**src/rtl/uart_cmd_rx_if.sv**
```systemverilog
// Bundle between the serial pin, the command receiver and the motor-control consumer.
// The receiver takes the master side: it reads the rx pin and drives the decoded command.
interface uart_cmd_rx_if;
   logic       uart_rx;
   logic [3:0] move_cmd;
   logic [3:0] speed_level;
   logic       valid;
   logic       frame_err;
   logic       pkt_err;

   modport master (
      input  uart_rx,
      output move_cmd,
      output speed_level,
      output valid,
      output frame_err,
      output pkt_err
   );

   modport slave (
      output uart_rx,
      input  move_cmd,
      input  speed_level,
      input  valid,
      input  frame_err,
      input  pkt_err
   );
endinterface

```
**src/rtl/uart_cmd_rx.sv**
```systemverilog
// 8N1 UART receiver plus 3-byte packet decoder (header, command, checksum).
// Holds the last accepted move/speed command and strobes valid when it changes hands.
module uart_cmd_rx #(
   parameter int         CLKS_PER_BIT = 434,
   parameter logic [7:0] HEADER       = 8'hA5,
   parameter int         TIMEOUT_CLKS = 50_000
) (
   input  logic          clk,
   input  logic          rst,
   uart_cmd_rx_if.master bus
);

   localparam int CNT_W = $clog2(CLKS_PER_BIT + 1);
   localparam int TO_W  = $clog2(TIMEOUT_CLKS + 1);

   localparam logic [CNT_W-1:0] BIT_LAST  = CNT_W'(CLKS_PER_BIT - 1);
   localparam logic [CNT_W-1:0] HALF_LAST = CNT_W'(CLKS_PER_BIT / 2 - 1);
   localparam logic [TO_W-1:0]  TO_LAST   = TO_W'(TIMEOUT_CLKS);

   // byte FSM states
   localparam logic [1:0] ST_IDLE  = 2'd0;
   localparam logic [1:0] ST_START = 2'd1;
   localparam logic [1:0] ST_DATA  = 2'd2;
   localparam logic [1:0] ST_STOP  = 2'd3;

   // parser FSM states
   localparam logic [1:0] PS_WAIT_HDR = 2'd0;
   localparam logic [1:0] PS_WAIT_CMD = 2'd1;
   localparam logic [1:0] PS_WAIT_CHK = 2'd2;

   localparam logic [3:0] MOVE_STOP = 4'b1000;

   logic [1:0]       sync_reg;
   logic             rx_sync;

   logic [1:0]       byte_state_reg;
   logic [CNT_W-1:0] clk_cnt_reg;
   logic [2:0]       bit_cnt_reg;
   logic [7:0]       shift_reg;
   logic             byte_done_reg;
   logic             frame_err_reg;
   logic             break_wait_reg;

   logic [1:0]       parse_state_reg;
   logic [7:0]       cmd_byte_reg;
   logic [3:0]       move_cmd_reg;
   logic [3:0]       speed_level_reg;
   logic             valid_reg;
   logic             pkt_err_reg;

   logic [TO_W-1:0]  idle_cnt_reg;
   logic             timeout_hit;
   logic             chk_ok;

   assign rx_sync = sync_reg[1];

   // Two-flop synchroniser for the asynchronous rx pin; idles high so reset looks like a quiet line.
   always_ff @(posedge clk) begin
      if (rst) begin
         sync_reg <= 2'b11;
      end else begin
         sync_reg <= {sync_reg[0], bus.uart_rx};
      end
   end

   // Byte FSM: find the start edge, sample each bit at its middle, check the stop bit.
   always_ff @(posedge clk) begin
      if (rst) begin
         byte_state_reg <= ST_IDLE;
         clk_cnt_reg    <= '0;
         bit_cnt_reg    <= '0;
         shift_reg      <= '0;
         byte_done_reg  <= 1'b0;
         frame_err_reg  <= 1'b0;
         break_wait_reg <= 1'b0;
      end else begin
         byte_done_reg <= 1'b0;
         frame_err_reg <= 1'b0;
         case (byte_state_reg)
            ST_IDLE: begin
               clk_cnt_reg <= '0;
               // After a framing error the line may still be low; a low level then is not a start bit.
               if (break_wait_reg) begin
                  if (rx_sync) begin
                     break_wait_reg <= 1'b0;
                  end
               end else if (!rx_sync) begin
                  byte_state_reg <= ST_START;
                  bit_cnt_reg    <= '0;
               end
            end
            ST_START: begin
               if (clk_cnt_reg == HALF_LAST) begin
                  clk_cnt_reg    <= '0;
                  // A line back high at mid start bit was only a glitch.
                  byte_state_reg <= rx_sync ? ST_IDLE : ST_DATA;
               end else begin
                  clk_cnt_reg <= clk_cnt_reg + 1'b1;
               end
            end
            ST_DATA: begin
               if (clk_cnt_reg == BIT_LAST) begin
                  clk_cnt_reg <= '0;
                  shift_reg   <= {rx_sync, shift_reg[7:1]};
                  if (bit_cnt_reg == 3'd7) begin
                     bit_cnt_reg    <= '0;
                     byte_state_reg <= ST_STOP;
                  end else begin
                     bit_cnt_reg <= bit_cnt_reg + 1'b1;
                  end
               end else begin
                  clk_cnt_reg <= clk_cnt_reg + 1'b1;
               end
            end
            ST_STOP: begin
               if (clk_cnt_reg == BIT_LAST) begin
                  clk_cnt_reg    <= '0;
                  byte_state_reg <= ST_IDLE;
                  if (rx_sync) begin
                     byte_done_reg <= 1'b1;
                  end else begin
                     frame_err_reg  <= 1'b1;
                     break_wait_reg <= 1'b1;
                  end
               end else begin
                  clk_cnt_reg <= clk_cnt_reg + 1'b1;
               end
            end
            default: begin
               byte_state_reg <= ST_IDLE;
               clk_cnt_reg    <= '0;
            end
         endcase
      end
   end

   // Inter-byte idle timer; only runs while a packet is partially received and the line is quiet.
   always_ff @(posedge clk) begin
      if (rst) begin
         idle_cnt_reg <= '0;
      end else if (byte_done_reg || (byte_state_reg != ST_IDLE) ||
                   (parse_state_reg == PS_WAIT_HDR) || timeout_hit) begin
         idle_cnt_reg <= '0;
      end else begin
         idle_cnt_reg <= idle_cnt_reg + 1'b1;
      end
   end

   assign timeout_hit = (idle_cnt_reg == TO_LAST);

   // Checksum is header XOR command; move codes above STOP are undefined and rejected.
   assign chk_ok = (shift_reg == (HEADER ^ cmd_byte_reg)) && (cmd_byte_reg[3:0] <= MOVE_STOP);

   // Packet parser and output registers; a bad or stale packet never disturbs the held command.
   always_ff @(posedge clk) begin
      if (rst) begin
         parse_state_reg <= PS_WAIT_HDR;
         cmd_byte_reg    <= '0;
         move_cmd_reg    <= MOVE_STOP;
         speed_level_reg <= '0;
         valid_reg       <= 1'b0;
         pkt_err_reg     <= 1'b0;
      end else begin
         valid_reg   <= 1'b0;
         pkt_err_reg <= 1'b0;
         if (frame_err_reg) begin
            parse_state_reg <= PS_WAIT_HDR;
         end else if (byte_done_reg) begin
            case (parse_state_reg)
               PS_WAIT_HDR: begin
                  if (shift_reg == HEADER) begin
                     parse_state_reg <= PS_WAIT_CMD;
                  end
               end
               PS_WAIT_CMD: begin
                  cmd_byte_reg    <= shift_reg;
                  parse_state_reg <= PS_WAIT_CHK;
               end
               PS_WAIT_CHK: begin
                  parse_state_reg <= PS_WAIT_HDR;
                  if (chk_ok) begin
                     move_cmd_reg    <= cmd_byte_reg[3:0];
                     speed_level_reg <= cmd_byte_reg[7:4];
                     valid_reg       <= 1'b1;
                  end else begin
                     pkt_err_reg <= 1'b1;
                  end
               end
               default: parse_state_reg <= PS_WAIT_HDR;
            endcase
         end else if (timeout_hit) begin
            parse_state_reg <= PS_WAIT_HDR;
         end
      end
   end

   assign bus.move_cmd    = move_cmd_reg;
   assign bus.speed_level = speed_level_reg;
   assign bus.valid       = valid_reg;
   assign bus.frame_err   = frame_err_reg;
   assign bus.pkt_err     = pkt_err_reg;

endmodule

```
**src/flat_wrapper.sv**
```systemverilog
// flat-port wrapper written by rule: the top's interface ports become plain ports
module uart_cmd_rx_flat 
#(
   parameter int         CLKS_PER_BIT = 434,
   parameter logic [7:0] HEADER       = 8'hA5,
   parameter int         TIMEOUT_CLKS = 50_000
)
  (clk, rst, bus_uart_rx, bus_move_cmd, bus_speed_level, bus_valid, bus_frame_err, bus_pkt_err);
  uart_cmd_rx_if bus_i ();
  input  logic clk;
  input  logic rst;
  input wire logic [$bits(bus_i.uart_rx)-1:0] bus_uart_rx;
  output wire logic [$bits(bus_i.move_cmd)-1:0] bus_move_cmd;
  output wire logic [$bits(bus_i.speed_level)-1:0] bus_speed_level;
  output wire logic [$bits(bus_i.valid)-1:0] bus_valid;
  output wire logic [$bits(bus_i.frame_err)-1:0] bus_frame_err;
  output wire logic [$bits(bus_i.pkt_err)-1:0] bus_pkt_err;
  assign bus_i.uart_rx = bus_uart_rx;
  assign bus_move_cmd = bus_i.move_cmd;
  assign bus_speed_level = bus_i.speed_level;
  assign bus_valid = bus_i.valid;
  assign bus_frame_err = bus_i.frame_err;
  assign bus_pkt_err = bus_i.pkt_err;
  uart_cmd_rx #(.CLKS_PER_BIT(CLKS_PER_BIT), .HEADER(HEADER), .TIMEOUT_CLKS(TIMEOUT_CLKS)) u_core (.clk(clk), .rst(rst), .bus(bus_i));
endmodule
```
**config.mk**
```make
export PLATFORM = sky130hd
export DESIGN_NAME = uart_cmd_rx_flat
export DESIGN_NICKNAME = d
export VERILOG_FILES = /design/src/rtl/uart_cmd_rx_if.sv /design/src/rtl/uart_cmd_rx.sv /design/src/flat_wrapper.sv
export SDC_FILE = /design/constraint.sdc
export NUM_CORES = 1
export LEC_CHECK = 0
export BUFFER_PORTS_ARGS = -buffer_cell sky130_fd_sc_hd__buf_2
export CAP_MARGIN = 20
export CORE_MARGIN = 2
export CORE_UTILIZATION = 46
export CTS_CLUSTER_SIZE = 12
export DETAILED_ROUTE_END_ITERATION = 10
export PLACE_DENSITY = 0.73
export SETUP_SLACK_MARGIN = 0.4
export SLEW_MARGIN = 20
export SYNTH_ARGS = -nofsm -noshare
export SYNTH_HDL_FRONTEND = slang
export SYNTH_SLANG_ARGS = --single-unit
```
**constraint.sdc**
```tcl
create_clock -name clk -period 3.15 [get_ports clk]
set_input_delay 0.63 -clock clk [delete_from_list [all_inputs] [get_ports clk]]
set_output_delay 0.63 -clock clk [all_outputs]
set_load 0.03 [all_outputs]
```
==> run_results.csv <==
group,metric,value,unit
floorplanning,core,5960,sq um
synth,syn_nets,325,
power,vdd_ir_drop_max,0.000322,V
setup_path,startpoint_type,"register",
setup_path,end_kind,"register",
global_route,grt_pass1_wl,9.03,mm
detailed_routing,num_vias,2160,
timing,post-route-period-util,61.3,%
synth,ys_seq_area_share,44.0,%
global_route,track_usage,15.9,%
setup_path,crit_slowest_cell,"o2111ai_2",
clocking,cts-htree-levels,3,
global_route,grt_pass1_vias,2008,
synth,yosys_warnings,0,
finish,drive_above_1_share,10.6,%
run,maxCapViolations,0,
setup_path,cp_max_fo,16,
detailed_routing,detail_route.wl_per_cell,12.6,microns
global_route,grt_overflow_total,0,
setup_path,cpPeakStageDelay,0.47,ns
floorplanning,io_pins,14,
worst_hold_path,holdCritPathClass,"register to register",
run_status,status,"finished clean",
clocking,cts_setup_buffers,0,
clocking,cts_resized,0,
detailed_routing,drc,0,
timing,hold_ws,0.411,ns
timing,fmax,0.518,GHz
placement,dp_hpwl,3.54,mm
finish,final_common_cell,"dfxtp_1",
clocking,path_clk_slew,0.07,ns
clocking,clock-root-buffer,"clkbuf_8",
detailed_routing,dr.pass1.iters,4,
timing,rsz0062_at_grt,"no",
timing,finalMaxSlewViolations,0,
power,p_per_area,486,nW/um^2
finish,fill_cells,564,
timing,setup_viol,0,
timing,tns,0,ns
detailed_routing,ant_nets,0,
power,leakagePower,1.15,nW
floorplanning,initial_utilization,48.1,%
synth,synth_cell_types,44,
clocking,hold_buffers,0,
floorplanning,fp.dieArea,6880,sq um
placement,place_ws,1.23,ns
placement,place_inst,390,
synth,syn_area_per_cell,9.25,sq um
clocking,cts_made_buffers,9,
synth,synth_area,2870,sq um
timing,post-route-min-period,1.93,ns
setup_path,critical_path_buf_inv_count,1,
setup_path,path_cells,"inv_1 -> ha_1 -> and3_1 -> a41oi_1 -> o2111ai_2 -> a21oi_1",
setup_path,cp.arrival,2.19,ns
synth,synth_cells,310,
timing,hold_viol,0,
clocking,cts.path.max_buffers,2,
clocking,clock_latency,0.34,ns
synth,synth_edf_count,0,
timing,clock_skew,0.00734,ns
setup_path,critPathKind,"register to register",
setup_path,required,3.41,ns
detailed_routing,finalWirelength,5.13,mm
detailed_routing,dr.first_iter.drc_count,105,
floorplanning,num_rows,28,
detailed_routing,vias_per_cell,5.32,
setup_path,rrSetupSlack,1.22,ns
global_route,grt_max_degree,32,
setup_path,path_delay_family,"compound AO/OA/AOI/OAI gates",
clocking,cts_tree,"done",
finish,area_delta_synth_final,10.7,%
finish,fin_nets,341,
finish,diodes,0,
finish,final_cell_mix,"dfxtp_1 (63), nor2_1 (50), nand2_1 (26)",
timing,relSlewSlack,45.6,%
finish,final_cell_count_no_fill,406,
placement,place.gp.congestion,0.750,
global_route,antenna_found_initial,0,
finish,fin_util,53.3,%
timing,worst-slew-pin-transition,0.812,ns
floorplanning,die_h,82.9,microns
finish,largest_reg_flops,16,
timing,worst_slack,1.22,ns
placement,placement.io_buffers,13,
finish,ff_latch_area,1260,sq um
synth,yosys_register_bits,63,
synth,synthArstFlopShare,0,%
finish,multi_input_area,1510,sq um
clocking,clock-sinks,63,
synth,synth-main-ff-cell,"dfxtp_1",
floorplanning,die_x,82.9,microns
-- layer usage --
layer / up-vias / share of wire [%] / global-route usage, %
li1: 1108 / - / -
met2: 40 / 46 / 25.1
met3: 10 / 3.7 / 5.27
met4: 0 / 1.9 / 6.71
met5: - / 0 / 0
met1: 1002 / 48 / 20.0
-- power breakdown --
group	internal, mW	switching, mW	total, mW
logic	0.0195	0.0373	0.0568
registers	0.801	0.00437	0.805
clock network	0.387	0.294	0.680
-- path summary, 6_finish.rpt --
path                                             end  depth (start not counted)                               from
hold / removal         u_core.sync_reg[1]$_SDFF_PP1_                          1      u_core.sync_reg[0]$_SDFF_PP1_
setup reg to reg  u_core.idle_cnt_reg[15]$_SDFF_PP0_                          6  u_core.idle_cnt_reg[0]$_SDFF_PP0_
setup / recovery  u_core.idle_cnt_reg[15]$_SDFF_PP0_                          6  u_core.idle_cnt_reg[0]$_SDFF_PP0_
hold reg to reg        u_core.sync_reg[1]$_SDFF_PP1_                          1      u_core.sync_reg[0]$_SDFF_PP1_
-- final cells by class --
type	count	share of cell area (%)
Clock buffer	13	4.69
Clock inverter	3	1.34
Inverter	12	1.42
Multi-Input combinational cell	226	47.6
Sequential cell	63	39.7
Tap cell	75	2.96
Timing Repair Buffer	14	2.29
-- cells in the mapped netlist (3+ instances only) --
cell type   n  area [sq um]
or4_1       3          22.5
nand4_1     9          56.3
and3_1      4          25.0
o21ai_0     7          35.0
dfxtp_1    63          1260
nand3_1    11          55.1
a21oi_1     9          45.0
nor3_1      7          35.0
clkbuf_1    5          18.8
xnor2_1    12           105
nor2_1     50           188
nand2_1    26          97.6
nor4bb_1    3          30.0
ha_1       12           150
mux2i_1    25           250
xor2_1     13           114
inv_1      11          41.3
-- metrics by stage --
stage	cell area [sq um]	total power, mW
final	3170	1.54
after global routing	3170	1.61
after CTS	3170	1.56
after detailed placement	2980	0.878
after global placement	2980	0.877
after floorplan	2870	0.865
-- worst register-to-register path: stages, from the launching register on --
cell       delay, ns
dfxtp_1         0.38
inv_1           0.06
ha_1            0.18
and3_1          0.17
a41oi_1         0.32
o2111ai_2       0.47
a21oi_1         0.27
-- cells by family after synthesis --
family / share of synthesized area, %
and+or+nand+nor: 24.7
xor gates and xnor gates: 7.64
buffers and inverters: 3.54
AOI/OAI and AO/OA: 6.11
muxes: 8.73
DFF: 44.0
adders and majority gates: 5.24
(Power assumes the default switching activity.)
